### src/rtl/operator_pkg.sv
// Shared opcode and width constants for the operator block.
// Digit format is selected with the OPERATOR_BCD_EN macro.
package operator_pkg;

    localparam int OPW  = 4;
    localparam int RESW = 5;

    localparam logic [2:0] OP_ADD = 3'd0;
    localparam logic [2:0] OP_SUB = 3'd1;
    localparam logic [2:0] OP_AND = 3'd2;
    localparam logic [2:0] OP_OR  = 3'd3;
    localparam logic [2:0] OP_XOR = 3'd4;

endpackage

### src/rtl/operator_bin2bcd.sv
// Combinational 5-bit binary to two-digit BCD converter.
// Used by operator only when OPERATOR_BCD_EN is defined.
module operator_bin2bcd
    import operator_pkg::*;
(
    input  logic [RESW-1:0] bin,
    output logic [OPW-1:0]  tens,
    output logic [OPW-1:0]  ones
);

    // Subtract the largest multiple of ten; the low nibble of the
    // remainder equals bin[3:0] minus (10k mod 16), modulo 16.
    always_comb begin
        tens = 4'd0;
        ones = bin[3:0];
        if (bin >= 5'd30) begin
            tens = 4'd3;
            ones = bin[3:0] - 4'd14;
        end else if (bin >= 5'd20) begin
            tens = 4'd2;
            ones = bin[3:0] - 4'd4;
        end else if (bin >= 5'd10) begin
            tens = 4'd1;
            ones = bin[3:0] - 4'd10;
        end
    end

endmodule

### src/rtl/operator.sv
// Registered 4-bit ALU with sign flag and two display digits.
// OPERATOR_BCD_EN selects BCD digits; otherwise hex digits.
module operator
    import operator_pkg::*;
(
    input  logic            clk,
    input  logic            rst_n,
    input  logic [OPW-1:0]  m,
    input  logic [OPW-1:0]  n,
    input  logic [2:0]      choose,
    output logic [RESW-1:0] f,
    output logic            EN,
    output logic [OPW-1:0]  a,
    output logic [OPW-1:0]  b
);

    logic [RESW-1:0] f_d, f_q;
    logic            en_d, en_q;
    logic [OPW-1:0]  a_d, a_q;
    logic [OPW-1:0]  b_d, b_q;

    // ALU and negative flag; subtract reports magnitude plus sign.
    always_comb begin
        f_d  = '0;
        en_d = 1'b0;
        case (choose)
            OP_ADD: f_d = {1'b0, m} + {1'b0, n};
            OP_SUB: begin
                if (m < n) begin
                    f_d  = {1'b0, n - m};
                    en_d = 1'b1;
                end else begin
                    f_d = {1'b0, m - n};
                end
            end
            OP_AND: f_d = {1'b0, m & n};
            OP_OR:  f_d = {1'b0, m | n};
            OP_XOR: f_d = {1'b0, m ^ n};
            default: f_d = '0;
        endcase
    end

`ifdef OPERATOR_BCD_EN
    operator_bin2bcd u_bin2bcd (
        .bin  (f_d),
        .tens (a_d),
        .ones (b_d)
    );
`else
    // Hex digits taken straight from the unregistered result.
    always_comb begin
        a_d = {3'b000, f_d[4]};
        b_d = f_d[3:0];
    end
`endif

    // All outputs captured together; reset clears them at once.
    always_ff @(posedge clk or negedge rst_n) begin
        if (!rst_n) begin
            f_q  <= '0;
            en_q <= 1'b0;
            a_q  <= '0;
            b_q  <= '0;
        end else begin
            f_q  <= f_d;
            en_q <= en_d;
            a_q  <= a_d;
            b_q  <= b_d;
        end
    end

    assign f  = f_q;
    assign EN = en_q;
    assign a  = a_q;
    assign b  = b_q;

endmodule

### config.mk
export PLATFORM = sky130hd
export DESIGN_NAME = operator
export DESIGN_NICKNAME = d
export VERILOG_FILES = /design/src/rtl/operator_pkg.sv /design/src/rtl/operator_bin2bcd.sv /design/src/rtl/operator.sv
export SDC_FILE = /design/constraint.sdc
export NUM_CORES = 1
export LEC_CHECK = 0
export ABC_CLOCK_PERIOD_IN_PS = 800
export BUFFER_PORTS_ARGS = -buffer_cell sky130_fd_sc_hd__buf_2
export CAP_MARGIN = 20
export CORE_MARGIN = 4
export CORE_UTILIZATION = 30
export CTS_CLUSTER_SIZE = 10
export DETAILED_ROUTE_END_ITERATION = 6
export GPL_ROUTABILITY_DRIVEN = 0
export GPL_TIMING_DRIVEN = 0
export SYNTH_ARGS = -nofsm -noshare
export SYNTH_HDL_FRONTEND = slang
export SYNTH_SLANG_ARGS = --single-unit
export TNS_END_PERCENT = 5
### constraint.sdc
create_clock -name clk -period 0.8 [get_ports clk]
set_clock_uncertainty 0.05 [all_clocks]
set_input_delay 0.16 -clock clk [delete_from_list [all_inputs] [get_ports clk]]
set_output_delay 0.16 -clock clk [all_outputs]
set_load 0.02 [all_outputs]
==> results_dict.tcl <==
set metrics [dict create \
    power.total_mw 1.34 \
    setup_viol_count_final 17 \
    report.final.hold_viol_count 0 \
    worst_hold_path.num_cells 2 \
    drc_errors 0 \
    critPathKind "in2reg" \
    hold_path.startpoint "choose[1]" \
    layout_min_cycle_time_ps 1770 \
    timing.critical_path.max_delay_family "compound AO/OA/AOI/OAI gates" \
    number_of_distinct_library_cells_after_synthesis 38 \
    mostFrequentLayoutCells "buf_2 (18), buf_4 (18), inv_1 (12), ha_1 (11), nor2_1 (7)" \
    floorplan.initialDensity_pct 31.8 \
    via_per_inst 4.67 \
    post-route-period-util_pct 222 \
    detailedRoute.firstIterationViolations 11 \
    critical_path.cell_chain "buf_12, inv_12, ha_4, inv_2, fa_2, a211o_4, mux2_4, a311oi_2, a21oi_1" \
    synthFlopType "dfrtp_1" \
    setup.worst_path.start_class "input pin" \
    cp_data_required_time_ps 850 \
    met3_length_um 83 \
    min_path_type "in2reg" \
    pin_count_of_the_biggest_net_entering_global_routing 11 \
    run_status "finished, violations left" \
    routed_wire_length_per_instance_um 11.7 \
    numnets_final 173 \
    synth-edff-count 0 \
    critPathArrivalTime_ps 1820 \
    clock_tree.root_cell "clkbuf_4" \
    area_occupied_by_multi_input_gates_sq_um 663 \
    fillers 278 \
    number_of_global_route_vias_before_repair 763 \
    wl_met1_um 820 \
    highest_layer "met3" \
    cellLeakagePower_nw 0.635 \
    detail_route.first_pass.iterations 4 \
    rows 19 \
    grt_antenna_before_repair 0 \
    cts_made_buffers 3 \
    mappedNetlistArea_sq_um 891 \
    maxSlewViolCount 0 \
    placement.io_buffers 22 \
    num_antenna_cells 0 \
    max_capacitance_violation_total 0 \
    critical_path.max_fanout 3 \
    dieArea_sq_um 3910 \
    met2_length_um 1100 \
    grt_setup_unrepaired "yes" \
    max_clock_freq_ghz 0.563 \
    dieWidth_um 62.5 \
    io-pin-count 27 \
    crit_path_top_delay_cell "fa_2" \
    syn_area_per_cell_sq_um 8.65 \
    cts_sinks 6 \
    route.final.wire_length_um 2010 \
    detailroute.via_count 798 \
    synth-warning-count 0 \
    post_synth_inst_count 103 \
    ys_seq_elements 6 \
    post-route-util_pct 44.2 \
    power-per-cell-area_nw_per_um2 1080 \
    async_reset_ff_share_pct 100 \
    setup_slack_ps -975 \
    cts_tree "built" \
    cts.clk_slew.worst_paths_ps 40 \
    timing.critical_path.slowest_cell_delay_ps 410 \
    vdd_drop_max_mv 0.276 \
    seq_area_sq_um 150 \
    min_to "EN$_DFF_PN0_" \
    violations_in_the_final_reports "negative setup slack" \
    layout-drive-gt1-share_pct 42.1 \
    crit_path_launch "m[0]" \
    gr-usage-all-layers_pct 10.0 \
    setup.worst_path.end_class "flop" \
    coreArea_sq_um 2810 \
    clk_path_buf_depth 2 \
    grt-ovfl-total 0 \
    worst_path_bufs_invs 3 \
    dieHeight_um 62.5 \
    sequential_to_total_area_share_from_yosys_stat_pct 16.9 \
    drtAntennaViolNets 0 \
    h_tree_depth 1 \
    grt_pass1_wl_um 3240 \
    layout_overhead_on_the_synthesized_area_pct 39.2 \
    post-dp-hpwl_um 1610 \
]
## how the worst max path moves through the flow
| stage | endpoint | depth (start not counted) |
|---|---|---|
| 6_report | b[1]$_DFF_PN0_ | 9 |
| 5_1_grt | b[1]$_DFF_PN0_ | 9 |
| 4_1_cts | b[1]$_DFF_PN0_ | 9 |
| 3_5_place_dp | b[1]$_DFF_PN0_ | 9 |
| 3_3_place_gp | b[1]$_DFF_PN0_ | 9 |
| 2_1_floorplan | b[1]$_DFF_PN0_ | 8 |
## registers in the layout (all words and copies together) (netlist names)
register,cells
EN,1
a,1
b,3
f,1
## Yosys cell counts (all sizes together), types with 2 or more instances
cell type,count,area [sq um]
nor2,8,32.5
inv,15,56.3
nor4b,2,17.5
buf,9,65.1
nand2,5,18.8
fa,3,60.1
clkbuf,2,7.51
mux2i,4,40.0
mux2,2,26.3
a211o,2,26.3
ha,15,188
nor2b,2,15.0
o211ai,2,15.0
dfrtp,6,150
or3,2,12.5
a211oi,2,15.0
o21ai,3,15.0
a21oi,3,15.0
o21bai,2,15.0
## metal layers
layer / global-route usage, % / vias to the layer above
li1: - / 406
met2: 18.9 / 19
met4: 4.13 / 0
met3: 1.98 / 0
met5: 0 / -
met1: 10.7 / 373
## kinds of logic (layout without fill, tap and decap cells)
| kind of cell | Yosys count | after routing | synth area share, % |
|---|---|---|---|
| other | 1 | 3 | 0.421 |
| multiplexers | 6 | 6 | 7.44 |
| XOR/XNOR | 2 | 2 | 1.97 |
| adder cells (fa/ha/maj) | 18 | 18 | 27.8 |
| buffers and inverters | 26 | 61 | 14.5 |
| flip-flops | 6 | 6 | 16.9 |
| AND/OR/NAND/NOR | 25 | 25 | 15.3 |
| AO/OA/AOI/OAI | 19 | 19 | 15.7 |
## metrics by stage
step,hold slack (ps),TNS [ps],instance area [sq um],instances,setup WS [ps]
finish,134,-6430,1240,171,-975
global route,132,-7210,1240,171,-1040
CTS,123,-6250,1200,167,-978
detailed placement,-57.5,-5700,1070,158,-1340
global placement,-67.0,-5500,1070,158,-1310
floorplan,-186,-3780,926,105,-1030
## report_power, final
part / switching [mW] / internal (mW)
logic: 0.368 / 0.354
clock network: 0.104 / 0.169
registers: 0.0115 / 0.331
total: 0.483 / 0.855
## cell type report
cell class                      count  area share (%)
Tap cell                           31            3.13
Multi-Input combinational cell     73            53.5
Clock buffer                        3            1.82
Timing Repair Buffer               32            18.1
Sequential cell                     6            12.1
Buffer                             11            5.85
Inverter                           15            5.55
## timing repair
action	in CTS	in global routing
hold buffers	1	0
setup endpoints to repair	17	17
pin swaps	6	6
hold endpoints to repair	6	0
buffers inserted	5	4
gates resized for setup	16	4
No activity file was read; power rests on OpenSTA's default activity.
